[src/rtl/log_pkg.sv]
// Shared types, constants and arithmetic helpers for the log-domain datapath.
// Word format: bit WIDTH-1 = sign (1 = positive), bits WIDTH-2:0 = two's-complement
// log2 magnitude with FRAC fractional bits. The most-negative magnitude code is ZERO.
// Optional build macro: LOG_DOT_SAT_EN (magnitude overflow saturates instead of wrapping).
package log_pkg;

  localparam int WIDTH    = 16;
  localparam int INT_BITS = 5;
  localparam int FRAC     = WIDTH - 1 - INT_BITS;
  localparam int CF_FRAC  = 2;
  localparam int CF_RANGE = 12;

  localparam int MAG_W    = WIDTH - 1;
  localparam int CF_N     = CF_RANGE << CF_FRAC;   // LUT entries covering 0 <= r < CF_RANGE
  localparam int CF_W     = FRAC + 2;              // wide enough for CF- at its clamped first entry
  localparam int CF_SHIFT = FRAC - CF_FRAC;        // r >> CF_SHIFT gives the LUT index
  localparam int IDX_W    = $clog2(CF_N);

  typedef logic signed [MAG_W-1:0] mag_t;

  typedef struct packed {
    logic sign;
    mag_t mag;
  } logword_t;

  localparam mag_t     MAG_ZERO = {1'b1, {(MAG_W-1){1'b0}}};
  localparam mag_t     MAG_MAX  = {1'b0, {(MAG_W-1){1'b1}}};
  localparam logword_t LOG_ZERO = {1'b0, MAG_ZERO};

  // Fixed-point helpers for building the correction tables at elaboration.
  // Values are Q30; logarithms come back with LB fractional bits before rounding.
  localparam int QB = 30;
  localparam int LB = 14;

  // 2^(-f/4) in Q30; the quarter-step table ties this builder to CF_FRAC = 2.
  function automatic longint pow2_frac(input int f);
    case (f)
      0:       return 64'd1073741824;
      1:       return 64'd902905651;
      2:       return 64'd759250125;
      default: return 64'd638450708;
    endcase
  endfunction

  // 2^(-idx / 2^CF_FRAC) in Q30
  function automatic longint pow2_neg(input int idx);
    return pow2_frac(idx & 3) >>> (idx >> CF_FRAC);
  endfunction

  // log2 of a positive Q30 value, result in signed Q(LB), by normalise-and-square
  function automatic longint log2_q(input longint v);
    longint m;
    longint e;
    longint y;
    m = v;
    e = 0;
    for (int i = 0; i < 64; i++) begin
      if (m >= (longint'(2) << QB)) begin
        m = m >>> 1;
        e = e + 1;
      end
    end
    for (int i = 0; i < 64; i++) begin
      if (m < (longint'(1) << QB)) begin
        m = m <<< 1;
        e = e - 1;
      end
    end
    y = 0;
    for (int i = 1; i <= LB; i++) begin
      m = (m * m) >>> QB;
      if (m >= (longint'(2) << QB)) begin
        m = m >>> 1;
        y = y | (longint'(1) << (LB - i));
      end
    end
    return (e <<< LB) + y;
  endfunction

  // CF+(r) = log2(1 + 2^-r), entry i sampled at r = i / 2^CF_FRAC, rounded to FRAC bits
  function automatic logic [CF_N*CF_W-1:0] build_cf_plus();
    logic [CF_N*CF_W-1:0] t;
    longint c;
    t = '0;
    for (int i = 0; i < CF_N; i++) begin
      c = log2_q((longint'(1) << QB) + pow2_neg(i));
      t[i*CF_W +: CF_W] = CF_W'((c + (longint'(1) << (LB - FRAC - 1))) >>> (LB - FRAC));
    end
    return t;
  endfunction

  // CF-(r) = -log2(1 - 2^-r); the r < 0.25 bin would be unbounded, so it reuses the r = 0.25 value
  function automatic logic [CF_N*CF_W-1:0] build_cf_minus();
    logic [CF_N*CF_W-1:0] t;
    longint c;
    int j;
    t = '0;
    for (int i = 0; i < CF_N; i++) begin
      j = (i == 0) ? 1 : i;
      c = -log2_q((longint'(1) << QB) - pow2_neg(j));
      t[i*CF_W +: CF_W] = CF_W'((c + (longint'(1) << (LB - FRAC - 1))) >>> (LB - FRAC));
    end
    return t;
  endfunction

  localparam logic [CF_N*CF_W-1:0] CF_PLUS_LUT  = build_cf_plus();
  localparam logic [CF_N*CF_W-1:0] CF_MINUS_LUT = build_cf_minus();

  function automatic logic is_zero(input logword_t w);
    return w.mag == MAG_ZERO;
  endfunction

  // Log-domain multiply: add magnitudes, XNOR signs, flush underflow to ZERO
  function automatic logword_t log_mul(input logword_t a, input logword_t b);
    logword_t r;
    logic signed [MAG_W:0] s;
    s = {a.mag[MAG_W-1], a.mag} + {b.mag[MAG_W-1], b.mag};
    r.sign = ~(a.sign ^ b.sign);
    r.mag  = s[MAG_W-1:0];
    if (is_zero(a) || is_zero(b)) begin
      r = LOG_ZERO;
    end else if (s <= $signed({1'b1, MAG_ZERO})) begin
      r = LOG_ZERO;
    end else if (s > $signed({1'b0, MAG_MAX})) begin
`ifdef LOG_DOT_SAT_EN
      r.mag = MAG_MAX;
`else
      r.mag = s[MAG_W-1:0];
`endif
    end
    return r;
  endfunction

endpackage

[src/rtl/log_add_cf.sv]
// Combinational log-domain adder: picks the larger magnitude, looks up the
// CF+/CF- correction from r = |ma - mb|, and handles ZERO operands and exact
// cancellation. Optional build macro: LOG_DOT_SAT_EN (overflow saturates).
module log_add_cf
  import log_pkg::*;
(
  input  logword_t a,
  input  logword_t b,
  output logword_t y
);

  logic signed [MAG_W:0] diff;
  logic                  a_big;
  logic                  same;
  logword_t              big;
  logic [MAG_W:0]        r;
  logic [IDX_W-1:0]      idx;
  logic [CF_W-1:0]       corr;
  logic [MAG_W:0]        corr_ext;
  logic signed [MAG_W:0] sum;

  // Compare, correction lookup and result selection
  always_comb begin
    diff     = {a.mag[MAG_W-1], a.mag} - {b.mag[MAG_W-1], b.mag};
    a_big    = !diff[MAG_W];
    same     = (a.sign == b.sign);
    big      = a_big ? a : b;
    r        = a_big ? diff : -diff;
    idx      = '0;
    corr     = '0;
    if (r < (MAG_W+1)'(CF_RANGE << FRAC)) begin
      idx  = r[CF_SHIFT +: IDX_W];
      corr = same ? CF_PLUS_LUT[int'(idx)*CF_W +: CF_W] : CF_MINUS_LUT[int'(idx)*CF_W +: CF_W];
    end
    corr_ext = {{(MAG_W+1-CF_W){1'b0}}, corr};
    sum      = {big.mag[MAG_W-1], big.mag} + (same ? corr_ext : -corr_ext);

    y = big;
    if (is_zero(a) && is_zero(b)) begin
      y = LOG_ZERO;
    end else if (is_zero(a)) begin
      y = b;
    end else if (is_zero(b)) begin
      y = a;
    end else if (!same && (r == '0)) begin
      y = LOG_ZERO;
    end else if (sum > $signed({1'b0, MAG_MAX})) begin
`ifdef LOG_DOT_SAT_EN
      y.mag = MAG_MAX;
`else
      y.mag = sum[MAG_W-1:0];
`endif
    end else if (sum <= $signed({1'b1, MAG_ZERO})) begin
      y = LOG_ZERO;
    end else begin
      y.mag = sum[MAG_W-1:0];
    end
  end

endmodule

[src/rtl/log_dot_pipe.sv]
// Pipelined log-domain dot product: Z log-multipliers, a registered log2(Z)-level
// adder tree, then an accumulator that emits one result per vector under
// valid/ready. One shared enable stalls every stage when the output is blocked.
// Optional build macro: LOG_DOT_SAT_EN (saturate instead of wrap on overflow).
module log_dot_pipe
  import log_pkg::*;
#(
  parameter int Z     = 4,
  parameter int WIDTH = 16
) (
  input  logic               clk,
  input  logic               reset,
  input  logic               in_valid,
  output logic               in_ready,
  input  logic               in_last,
  input  logic [WIDTH*Z-1:0] a_vec,
  input  logic [WIDTH*Z-1:0] b_vec,
  output logic               out_valid,
  input  logic               out_ready,
  output logic [WIDTH-1:0]   out_data
);

  localparam int L    = $clog2(Z);
  localparam int N    = 2*Z - 1;   // leaves 0..Z-1, node Z+k has children 2k and 2k+1
  localparam int ROOT = 2*Z - 2;

  localparam logic [0:0] ST_FIRST = 1'b0;
  localparam logic [0:0] ST_ACCUM = 1'b1;

  logword_t   a_lane [Z];
  logword_t   b_lane [Z];
  logword_t   node_reg [N];
  logword_t   sum_w [Z-1];
  logic [L:0] valid_reg;
  logic [L:0] last_reg;

  logic [0:0] state_reg;
  logword_t   acc_reg;
  logword_t   acc_sum;
  logword_t   acc_in;
  logic       out_valid_reg;
  logword_t   out_data_reg;
  logic       en;

  assign en        = !(out_valid_reg && !out_ready);
  assign in_ready  = en;
  assign out_valid = out_valid_reg;
  assign out_data  = out_data_reg;

  for (genvar gi = 0; gi < Z; gi++) begin : g_lane
    assign a_lane[gi] = a_vec[WIDTH*gi +: WIDTH];
    assign b_lane[gi] = b_vec[WIDTH*gi +: WIDTH];
  end

  for (genvar gi = 0; gi < Z-1; gi++) begin : g_tree
    log_add_cf u_add (
      .a (node_reg[2*gi]),
      .b (node_reg[2*gi+1]),
      .y (sum_w[gi])
    );
  end

  log_add_cf u_acc (
    .a (acc_reg),
    .b (node_reg[ROOT]),
    .y (acc_sum)
  );

  assign acc_in = (state_reg == ST_FIRST) ? node_reg[ROOT] : acc_sum;

  // Product and tree registers; valid/last bits shift alongside the data
  always_ff @(posedge clk) begin
    if (reset) begin
      for (int k = 0; k < N; k++) node_reg[k] <= LOG_ZERO;
      valid_reg <= '0;
      last_reg  <= '0;
    end else if (en) begin
      for (int k = 0; k < Z; k++)   node_reg[k]   <= log_mul(a_lane[k], b_lane[k]);
      for (int k = 0; k < Z-1; k++) node_reg[Z+k] <= sum_w[k];
      valid_reg <= {valid_reg[L-1:0], in_valid};
      last_reg  <= {last_reg[L-1:0], in_last};
    end
  end

  // Accumulator FSM and output register; a new result overwrites one being consumed
  always_ff @(posedge clk) begin
    if (reset) begin
      state_reg     <= ST_FIRST;
      acc_reg       <= LOG_ZERO;
      out_valid_reg <= 1'b0;
      out_data_reg  <= LOG_ZERO;
    end else if (en) begin
      out_valid_reg <= valid_reg[L] && last_reg[L];
      if (valid_reg[L]) begin
        if (last_reg[L]) begin
          out_data_reg <= acc_in;
          acc_reg      <= LOG_ZERO;
          state_reg    <= ST_FIRST;
        end else begin
          acc_reg      <= acc_in;
          state_reg    <= ST_ACCUM;
        end
      end
    end
  end

endmodule

[config.mk]
export PLATFORM = sky130hd
export DESIGN_NAME = log_dot_pipe
export DESIGN_NICKNAME = d
export VERILOG_FILES = /design/src/rtl/log_pkg.sv /design/src/rtl/log_add_cf.sv /design/src/rtl/log_dot_pipe.sv
export SDC_FILE = /design/constraint.sdc
export NUM_CORES = 1
export LEC_CHECK = 0
export BUFFER_PORTS_ARGS = -buffer_cell sky130_fd_sc_hd__buf_2
export CAP_MARGIN = 15
export CORE_ASPECT_RATIO = 0.75
export CORE_MARGIN = 3
export CORE_UTILIZATION = 30
export DETAILED_ROUTE_END_ITERATION = 16
export SYNTH_ARGS = -nofsm -noshare
export SYNTH_HDL_FRONTEND = slang
export SYNTH_SLANG_ARGS = --single-unit
export TNS_END_PERCENT = 1
[constraint.sdc]
create_clock -name clk -period 8.3 [get_ports clk]
set_clock_uncertainty 0.05 [all_clocks]
set_input_delay 0.415 -clock clk [delete_from_list [all_inputs] [get_ports clk]]
set_output_delay 0.415 -clock clk [all_outputs]
set_load 0.01 [all_outputs]
==> results.json, run 1 <==
{
  "status": "complete, but fails checks",
  "violations": "setup timing",
  "syn_area_per_cell_sq_um": 7.61,
  "start_util_pct": 30.5,
  "ctsHoldBuffers": 0,
  "gr-usage-all-layers_pct": 20.5,
  "die_w_microns": 345,
  "required_ns": 8.42,
  "dp_hpwl_mm": 76.9,
  "core_sq_um": 84600,
  "slew-limit-headroom_pct": 28.9,
  "final_common_cell": "buf_4",
  "rsz0062_at_grt": "yes",
  "synth_cells": 3386,
  "drtIter0Drc": 2976,
  "rr_endpoint": "node_reg[6][7]",
  "layout_common_cells": "buf_4 (687), nand2_1 (238), nor2_1 (235), a21oi_1 (235), o21ai_0 (224)",
  "async_reset_ff_share_pct": 0,
  "die_h_microns": 260,
  "hold_class": "in2reg",
  "h-tree-depth": 4,
  "slew_viol_final": 0,
  "final-seq-area_sq_um": 4160,
  "syn_area_sq_um": 25800,
  "setup_viol": 15,
  "rows": 92,
  "grt_pass1_wl_mm": 150,
  "fin_util_pct": 41.0,
  "totalWireLength_mm": 96.5,
  "critPathKind": "reg2reg",
  "worst_setup_path_end_kind": "flip-flop",
  "layout-drive-gt1-share_pct": 31.2,
  "cp.arrival_ns": 8.61,
  "die_area_sq_um": 89500,
  "crit_slowest_cell": "or4_4",
  "synthesis.nets": 3769,
  "largest_reg_flops": 112,
  "via_per_inst": 5.66,
  "critPathLaunchType": "flip-flop",
  "syn_to_final_growth_pct": 34.6,
  "clock_latency_ns": 0.46,
  "crit_path_frequent_cell": "buf_4",
  "drc": 0,
  "port_buffers": 150,
  "fin_crit_sh_pct": 102,
  "synth_cell_types": 145,
  "yosys_warnings": 0,
  "cts.sinks": 152,
  "cts_tree": "built",
  "cts_root_buf": "clkbuf_16",
  "vias": 29700,
  "gp_routability_congestion": 0.968,
  "fin_crit_ns": 8.50,
  "fillers": 8497,
  "drtAntennaViolNets": 0,
  "clk_path_buf_depth": 2,
  "crit_fanout": 6,
  "grt_pass1_vias": 27200,
  "drv_cap": 0,
  "synth_ff_type": "edfxtp_1",
  "ys_seq_area_share_pct": 16.2,
  "synth_edf_count": 112,
  "hold_viol": 0,
  "worst_pin_slew_ns": 1.04,
  "antenna_found_initial": 0,
  "synth-seq-cells": 152,
  "multi_input_comb_area_sq_um": 21500,
  "fmax_ghz": 0.118,
  "reg2regPathDepth": 54,
  "fin_ws_ns": -0.197,
  "grt_max_degree": 60,
  "whs_endpoint": "last_reg[0]",
  "antenna_cells": 0,
  "drtPass1Iterations": 9,
  "hold_depth": 3,
  "r2r_slack_ns": -0.20,
  "grt_overflow": 0,
  "cts_made_buffers": 17,
  "io_pins": 151,
  "r2r_start": "node_reg[4][0]",
  "min_from": "in_last",
  "slowest_delay_ns": 0.50,
  "wl_per_cell_microns": 18.4,
  "cts.clk_slew.worst_paths_ns": 0.08,
  "nNetsFinal": 4485
}
metrics by stage:
step | hold slack [ns] | cell area [sq um] | instances | setup slack [ns] | setup TNS [ns]
floorplan | 0.382 | 25900 | 3386 | -0.0150 | -0.0541
global placement | 0.390 | 31900 | 5104 | -0.461 | -12.30
detailed placement | 0.396 | 31900 | 5104 | -0.539 | -14.49
CTS | 0.127 | 33200 | 5192 | -0.0278 | -0.0960
global route | 0.158 | 34700 | 5243 | -0.380 | -14.29
finish | 0.151 | 34700 | 5243 | -0.197 | -1.71
how the worst max path moves through the flow:
stage	start	endpoint	slack [ns]	depth (start not counted)
floorplan	node_reg[2][0]	node_reg[5][12]	-0.02	41
global placement	node_reg[3][1]	node_reg[5][4]	-0.46	39
detailed placement	node_reg[1][1]	node_reg[4][0]	-0.54	40
CTS	node_reg[4][0]	node_reg[6][5]	-0.03	44
global route	node_reg[4][0]	node_reg[6][8]	-0.38	59
finish	node_reg[4][0]	node_reg[6][7]	-0.20	54
Yosys cell counts, drive strengths merged, types with 46 or more instances:
library cell | n | share of area, %
a211oi | 60 | 2.0
a21oi | 282 | 5.7
a31oi | 46 | 1.2
buf | 70 | 1.6
clkbuf | 86 | 1.3
edfxtp | 112 | 13
ha | 238 | 12
inv | 237 | 3.5
nand2 | 243 | 3.6
nand2b | 50 | 1.2
nand3 | 109 | 2.2
nand4 | 47 | 1.2
nor2 | 249 | 3.7
nor3 | 133 | 2.8
nor4 | 64 | 1.7
o211ai | 59 | 2.0
o21ai | 284 | 5.6
xnor2 | 133 | 4.9
xor2 | 66 | 2.4
metal layers:
| metal | GRT usage, % | up-vias | part of all wire [%] |
|---|---|---|---|
| li1 | - | 14300 | - |
| met1 | 31.4 | 14000 | 48 |
| met2 | 30.2 | 1217 | 42 |
| met3 | 2.96 | 137 | 7.8 |
| met4 | 3.67 | 0 | 1.6 |
| met5 | 0 | - | 0 |
worst max-delay path, delay by kind of cell, from the launching register on:
kind            cells  cell delay (ns)
compound gates      6             0.82
simple gates        7             1.61
buf+inv            39             4.72
flops               1             0.41
fa+ha+maj           2             0.55
timing repair:
action                     in CTS  in global routing
gates resized for setup        67                265
gates cloned                    1                  1
setup endpoints to repair      49                 80
setup buffers                  55                 49
pin swaps                      41                152
logic make-up after synthesis:
family | synth area share (%)
multiplexers | 1.80
flip-flops | 16.2
buffers and inverters | 6.32
AO/OA/AOI/OAI | 33.3
AND/OR/NAND/NOR | 22.7
adder cells (fa/ha/maj) | 12.5
XOR/XNOR | 7.24
layout make-up:
type | count | share of cell area, %
Multi-Input combinational cell | 2838 | 62.0
Timing Repair Buffer | 852 | 17.6
Clock buffer | 17 | 1.23
Tap cell | 1128 | 4.07
Inverter | 241 | 2.64
Sequential cell | 152 | 12.0
Clock inverter | 15 | 0.552
Power of run 1 is not shown: default switching activity piles up to over one toggle a cycle in this logic, so the estimate is an artifact.
==> run 2: changes to the inputs <==
Settings changed: CORE_UTILIZATION 30 to 25, SKIP_LAST_GASP set to 1.
==> results.json, run 2 (synthesis gave the netlist of run 1 again) <==
{
  "status": "complete, but fails checks",
  "violations": "setup timing",
  "finalNonFillerCells": 5409,
  "totalWireLength_mm": 102,
  "cp.arrival_ns": 8.50,
  "ctsHoldBuffers": 0,
  "fin_ws_ns": -0.0711,
  "fillers": 10500,
  "clock_latency_ns": 0.48,
  "grt_pass1_wl_mm": 156,
  "drtAntennaViolNets": 0,
  "nNetsFinal": 4438,
  "placed_cell_area_sq_um": 32100,
  "io_pins": 151,
  "h-tree-depth": 4,
  "fin_crit_ns": 8.37,
  "drc": 0,
  "cts.sinks": 152,
  "slowest_delay_ns": 0.47,
  "start_util_pct": 25.3,
  "port_buffers": 150,
  "grt_overflow": 0,
  "fin_util_pct": 33.6,
  "antenna_found_initial": 7,
  "final_common_cell": "buf_4",
  "top_layer_used": "met4",
  "final_area_sq_um": 34200,
  "hold_class": "in2reg",
  "drtPass1Iterations": 6,
  "wl_met3_mm": 8.12,
  "required_ns": 8.43,
  "reg2regPathDepth": 40,
  "layout_common_cells": "buf_4 (636), a21oi_1 (255), nor2_1 (242)",
  "rsz0062_at_grt": "yes",
  "die_area_sq_um": 107000,
  "r2r_start": "node_reg[2][0]",
  "syn_to_final_growth_pct": 32.8,
  "cts_tree": "built",
  "worst_pin_slew_ns": 1.18,
  "r2r_slack_ns": -0.07,
  "drt-met1-wl_mm": 50.1,
  "wl_per_cell_microns": 18.8,
  "drtIter0Drc": 3338,
  "cts_root_buf": "clkbuf_16",
  "wl_met2_mm": 42.2,
  "crit_fanout": 13,
  "grt_pass1_vias": 27300,
  "layout-drive-gt1-share_pct": 28.6,
  "slew_viol_final": 0,
  "largest_reg_flops": 112,
  "hold_viol": 0,
  "rows": 101,
  "crit_start": "node_reg[2][0]",
  "core_sq_um": 102000,
  "die_w_microns": 377,
  "gr-usage-all-layers_pct": 18.0,
  "setup_viol": 5,
  "critPathLaunchType": "flip-flop",
  "dp_cells": 5314,
  "gp_routability_congestion": 0.962,
  "cts.clk_slew.worst_paths_ns": 0.08,
  "drv_cap": 0,
  "vias": 29700,
  "grt_max_degree": 77,
  "die_h_microns": 284,
  "slew-limit-headroom_pct": 20.8,
  "dp_hpwl_mm": 82.7,
  "fin_crit_sh_pct": 101,
  "fmax_ghz": 0.119,
  "critPathCapture": "node_reg[5][13]",
  "clk_path_buf_depth": 2,
  "via_per_inst": 5.49,
  "cts_made_buffers": 17,
  "worst_setup_path_end_kind": "flip-flop",
  "rr_endpoint": "node_reg[5][13]",
  "critPathKind": "reg2reg",
  "crit_slowest_cell": "o41a_1"
}
## run 2: metrics by stage
stage	TNS [ns]	setup WS (ns)	hold WS, ns
5_1_grt	-15.61	-0.377	0.153
3_5_place_dp	-12.12	-0.449	0.394
3_3_place_gp	-8.56	-0.392	0.390
2_1_floorplan	-0.0541	-0.0150	0.382
6_report	-0.153	-0.0711	0.151
4_1_cts	-0.0471	-0.0190	0.124
## run 2: repair_timing
action | in CTS | in global routing
gates cloned | 2 | 1
pin swaps | 45 | 110
setup endpoints to repair | 45 | 80
buffers inserted | 29 | 30
endpoints found under the hold margin | 0 | 0
gates resized for setup | 66 | 179
## run 2: layout make-up
cell class              instances  area [sq um]  area share [%]
diodes                          2          5.00          0.0146
clock buffers                  17           425            1.24
clock inverters                15           154           0.450
inverters                     241           907            2.65
multi-input cells            2839         21100            61.8
flip-flops and latches        152          4160            12.2
well taps                    1339          1680            4.89
repair buffers                804          5760            16.8
## run 2: how the worst min path moves through the flow
stage | startpoint | end | slack (ns) | cells after the start
floorplan | last_reg[0] | last_reg[0] | 0.38 | 2
global placement | last_reg[0] | last_reg[0] | 0.39 | 2
detailed placement | out_data[2] | out_data[2] | 0.39 | 2
CTS | in_last | last_reg[0] | 0.12 | 3
global route | in_last | last_reg[0] | 0.15 | 3
finish | in_last | last_reg[0] | 0.15 | 3
## run 2: critical path: cells and delay by family, from the launching register on
family,cells,cell delay (ns)
AOI/OAI and AO/OA,19,4.16
xor gates and xnor gates,2,0.33
adders and majority gates,4,1.02
buffers and inverters,8,0.99
DFF,1,0.41
and+or+nand+nor,7,1.08
## run 2: per-layer routing
metal | global-route usage [%] | vias to the layer above
li1 | - | 14300
met1 | 28.2 | 14100
met2 | 25.9 | 1212
met3 | 2.76 | 124
met4 | 2.92 | 0
met5 | 0 | -
Power of run 2 is left out for the same reason.
